$ cat src/rtl/alu_uart_host.sv
// Host end of the ALU UART byte protocol: sends A, B, {0,opcode} and then waits for one result byte.
// Latency: the first tx_start follows the accepting edge; the result or timeout is reported one edge after rx or expiry.
// Backpressure: each byte waits for tx_done_tick, and start is ignored while busy; the result wait is bounded by TIMEOUT_CYCLES.
module alu_uart_host #(
    parameter int NBIT_DATA_LEN  = 8,
    parameter int NBIT_OPCODE    = 6,
    parameter int TIMEOUT_CYCLES = 2000000
) (
    input  logic                     CLK,
    input  logic                     RESET,
    input  logic                     start,
    input  logic [NBIT_DATA_LEN-1:0] a_in,
    input  logic [NBIT_DATA_LEN-1:0] b_in,
    input  logic [NBIT_OPCODE-1:0]   opcode_in,
    output logic                     tx_start,
    output logic [NBIT_DATA_LEN-1:0] tx_data,
    input  logic                     tx_done_tick,
    input  logic                     rx_done_tick,
    input  logic [NBIT_DATA_LEN-1:0] rx_data,
    output logic                     busy,
    output logic [NBIT_DATA_LEN-1:0] result,
    output logic                     done,
    output logic                     timeout
);

    // Last counter value before the response wait gives up.
    localparam logic [31:0] TMO_LAST = 32'(TIMEOUT_CYCLES - 1);

    typedef enum logic [2:0] {
        IDLE, SEND_A, WAIT_A, SEND_B, WAIT_B, SEND_OP, WAIT_OP, WAIT_RES
    } state_t;

    state_t                   state, state_nxt;
    logic [NBIT_DATA_LEN-1:0] b_q, b_nxt;
    logic [NBIT_OPCODE-1:0]   op_q, op_nxt;
    logic [31:0]              cnt, cnt_nxt;

    logic                     tx_start_nxt;
    logic [NBIT_DATA_LEN-1:0] tx_data_nxt;
    logic                     busy_nxt;
    logic [NBIT_DATA_LEN-1:0] result_nxt;
    logic                     done_nxt;
    logic                     timeout_nxt;

    // Register the state, the captured operands and every output. Reset clears all of them.
    always_ff @(posedge CLK) begin
        if (RESET) begin
            state    <= IDLE;
            b_q      <= '0;
            op_q     <= '0;
            cnt      <= '0;
            tx_start <= 1'b0;
            tx_data  <= '0;
            busy     <= 1'b0;
            result   <= '0;
            done     <= 1'b0;
            timeout  <= 1'b0;
        end else begin
            state    <= state_nxt;
            b_q      <= b_nxt;
            op_q     <= op_nxt;
            cnt      <= cnt_nxt;
            tx_start <= tx_start_nxt;
            tx_data  <= tx_data_nxt;
            busy     <= busy_nxt;
            result   <= result_nxt;
            done     <= done_nxt;
            timeout  <= timeout_nxt;
        end
    end

    // Compute the next state and the next output values. tx_start rises on entry to each SEND state,
    // so it is high only for the single cycle spent in that state.
    always_comb begin
        state_nxt    = state;
        b_nxt        = b_q;
        op_nxt       = op_q;
        cnt_nxt      = cnt;
        tx_start_nxt = 1'b0;
        tx_data_nxt  = tx_data;
        busy_nxt     = busy;
        result_nxt   = result;
        done_nxt     = 1'b0;
        timeout_nxt  = 1'b0;

        case (state)
            IDLE: begin
                if (start) begin
                    // Operand A goes straight to the wire. B and the opcode are held for later.
                    b_nxt        = b_in;
                    op_nxt       = opcode_in;
                    tx_data_nxt  = a_in;
                    tx_start_nxt = 1'b1;
                    busy_nxt     = 1'b1;
                    state_nxt    = SEND_A;
                end
            end
            SEND_A: state_nxt = WAIT_A;
            WAIT_A: begin
                if (tx_done_tick) begin
                    tx_data_nxt  = b_q;
                    tx_start_nxt = 1'b1;
                    state_nxt    = SEND_B;
                end
            end
            SEND_B: state_nxt = WAIT_B;
            WAIT_B: begin
                if (tx_done_tick) begin
                    tx_data_nxt  = NBIT_DATA_LEN'(op_q);
                    tx_start_nxt = 1'b1;
                    state_nxt    = SEND_OP;
                end
            end
            SEND_OP: state_nxt = WAIT_OP;
            WAIT_OP: begin
                if (tx_done_tick) begin
                    cnt_nxt   = '0;
                    state_nxt = WAIT_RES;
                end
            end
            WAIT_RES: begin
                cnt_nxt = cnt + 32'd1;
                // A byte that arrives on the expiry cycle still counts as a valid result.
                if (rx_done_tick) begin
                    result_nxt = rx_data;
                    done_nxt   = 1'b1;
                    busy_nxt   = 1'b0;
                    state_nxt  = IDLE;
                end else if (cnt == TMO_LAST) begin
                    timeout_nxt = 1'b1;
                    busy_nxt    = 1'b0;
                    state_nxt   = IDLE;
                end
            end
            default: state_nxt = IDLE;
        endcase
    end

endmodule
$ cat config.mk
export PLATFORM = sky130hd
export DESIGN_NAME = alu_uart_host
export DESIGN_NICKNAME = d
export VERILOG_FILES = /design/src/rtl/alu_uart_host.sv
export SDC_FILE = /design/constraint.sdc
export NUM_CORES = 1
export LEC_CHECK = 0
export BUFFER_PORTS_ARGS = -buffer_cell sky130_fd_sc_hd__buf_2
export CORE_MARGIN = 10
export CORE_UTILIZATION = 37
export DETAILED_ROUTE_END_ITERATION = 6
export SLEW_MARGIN = 20
export SYNTH_ARGS = -nofsm -noshare
export SYNTH_HDL_FRONTEND = slang
export SYNTH_SLANG_ARGS = --single-unit
$ cat constraint.sdc
create_clock -name CLK -period 2.1 [get_ports CLK]
set_input_delay 0.21 -clock CLK [delete_from_list [all_inputs] [get_ports CLK]]
set_output_delay 0.21 -clock CLK [all_outputs]
set_load 0.03 [all_outputs]
==> results.yml <==
logic_synthesis:
  syn_avg_cell_area_um2: 8.12
  synthXorXnorAreaFrac_pct: 0.263
  synthAdderAreaFrac_pct: 0.376
  synth_top_area_cell: "dfxtp_1"
  postSynthCellCount: 410
  syn_area_um2: 3330
  synth.distinct_cells: 48
  synth_top_family_by_area: "simple AND/OR/NAND/NOR gates"
  synthTopCellsByArea: "dfxtp_1 41%, nand2_1 7.3%, a21oi_1 6.9%"
  synth-simple-area-share_pct: 30.4
  yosysWarnings: 0
  synth_most_common_cell: "dfxtp_1"
  synth_compound_area_share_pct: 17.9
  synthTopCellsByCount: "69 x dfxtp_1, 65 x nand2_1, 46 x a21oi_1, 21 x clkbuf_1, 20 x nor2_1"
  yosysSeqAreaShare_pct: 41.5
  synth-async-reset-ratio_pct: 0
  syn_nets: 446
  synth_top_area_share_pct: 41.5
  synth_edf_count: 0
  synthFlopType: "dfxtp_1"
  synth_mux_area_share_pct: 5.30
  synth-seq-cells: 69
clock_tree:
  postCtsHoldBufs: 0
  clkTransAtPathRegs_ns: 0.08
  cts_buffer_depth: 2
  postCtsSetupBuffers: 0
  insertion_delay_ns: 0.35
  cts_max_level: 3
  cts_resized: 0
  numCtsBuffers: 9
  clock-sinks: 69
  cts_tree: "done"
  clock-root-buffer: "clkbuf_8"
global_routing:
  track_usage_pct: 13.3
  grt_pass1_wl_mm: 14.7
  overflow: 0
  antenna_found_initial: 0
  grt_pass1_vias: 3039
  grt_max_degree: 32
power_and_ir_drop:
  peakVddDrop_mv: 0.304
  combPwrFrac_pct: 10.8
  switching_share_pct: 25.6
  p_clk_share_pct: 41.2
  p_sw_mw: 0.732
  p_int_mw: 2.13
  p_leak_nw: 1.49
  power.density_nw_per_um2: 711
  pwr-share-seq_pct: 48.0
timing:
  slew_headroom_pct: 45.2
  setup_tns_ns: 0
  worst_pin_slew_ns: 0.819
  min_period_ns: 2.00
  whs_ns: 0.0897
  fmax_mhz: 501
  setup-violations-final: 0
  finalHoldViolations: 0
  drv_slew: 0
  worst_clock_skew_ns: 0.0132
  rsz0062_at_grt: "no"
  post-route-period-util_pct: 95.0
critical_path:
  path_max_fanout: 10
  cp-start-kind: "flip-flop"
  critPathKind: "reg2reg"
  crit_path_end_kind: "flip-flop"
  required_ns: 2.33
  arrival_ns: 2.23
finish:
  layout.area.seq_um2: 1380
  n_antenna_cell: 0
  syn_to_final_growth_pct: 20.8
  final_nets: 510
  drive_gt1_share_pct: 23.2
  multiInputGateArea_um2: 1800
  fin_util_pct: 45.9
  fillers: 892
status:
  outcome: "finished clean"
place:
  numPortBuffers: 54
  gp_congestion: 0.865
  hpwl_mm: 6.51
routing:
  firstDrtPassIters: 4
  routed_via_density: 5.52
  dr_total_vias: 3237
  drtAntennaViolNets: 0
  drc: 0
  first_iter_violations: 264
  avgRoutedWirePerCell_um: 15.2
  routed_wl_mm: 8.91
run:
  cap_violations: 0
die:
  start_util_pct: 38.0
  die_h_um: 115
  core_um2: 8760
  placementRows: 34
  die_area_um2: 13200
  die_w_um: 115
  pin_count: 55
hold_path:
  worstHoldPathType: "in2reg"
registers in the layout (all words and copies together) (netlist names):
signal,cells
tx_data,8
tx_start,1
cnt,32
done,1
busy,1
b_q,8
timeout,1
state,3
op_q,6
result,8
layer usage:
layer / global-route usage, % / vias up / wire length, um
met2: 21.1 / 72 / 4010
met5: 0 / - / 0
met4: 4.29 / 0 / 78
li1: - / 1627 / -
met1: 17.1 / 1531 / 4250
met3: 3.54 / 7 / 568
placed cells by master (no fill, tap or decap), types with 7 or more instances in the layout:
master    Yosys  layout
dfxtp_1      69      69
nand2_1      65      65
buf_2         1      54
a21oi_1      46      46
buf_4         1      25
nor2_1       20      20
nor3_1       17      17
nand3_1      16      16
mux2i_1      12      12
o221ai_1     12      12
or2_2        11      11
o21ai_0      11      11
or4_1        10      10
inv_1         9       9
clkbuf_8      0       9
nor4_1        7       7
or3_1         7       7
cell type report:
class	count	area share [%]
clock inverter	6	2.21
inverter	9	0.839
multi-input combinational	306	44.8
clock buffer	9	3.08
tap	108	3.36
sequential	69	34.3
timing repair buffer	79	11.4
cell families after synthesis:
| kind of cell | count (synthesis) |
|---|---|
| buffers and inverters | 35 |
| AOI/OAI and AO/OA | 95 |
| adders and majority gates | 1 |
| muxes | 17 |
| and+or+nand+nor | 192 |
| xor gates and xnor gates | 1 |
| DFF | 69 |
worst max-delay path: stages, from the launching register on:
cell and delay [ns]:
dfxtp_1 0.39, nand4_1 0.19, or4_1 0.53, buf_4 0.19, nor4_4 0.25, mux2_1 0.33
stage by stage:
step / setup slack [ns] / power (mW) / cell area [um2] / cells
after floorplan: 0.213 / 1.60 / 3330 / 410
after global placement: 0.179 / 1.71 / 3810 / 571
after detailed placement: 0.137 / 1.71 / 3810 / 571
after CTS: 0.119 / 2.88 / 4030 / 586
after global routing: 0.0401 / 2.99 / 4030 / 586
final: 0.104 / 2.86 / 4030 / 586
final timing paths:
kind                            cells past startpoint         to  slack [ns]       from
worst max-delay path                                5    cnt[27]        0.10     cnt[6]
worst min-delay path                                3     b_q[5]        0.09    b_in[5]
worst max register to register                      5    cnt[27]        0.10     cnt[6]
worst min register to register                      2  result[0]        0.45  result[0]
power groups by stage:
stage	sequential [mW]	clock (mW)	combinational, mW
2_1_floorplan	1.44	0	0.166
3_3_place_gp	1.40	0	0.306
3_5_place_dp	1.40	0	0.310
4_1_cts	1.37	1.20	0.311
5_1_grt	1.38	1.27	0.341
6_report	1.37	1.18	0.309
Note: power is estimated with default switching activity, not from simulation.
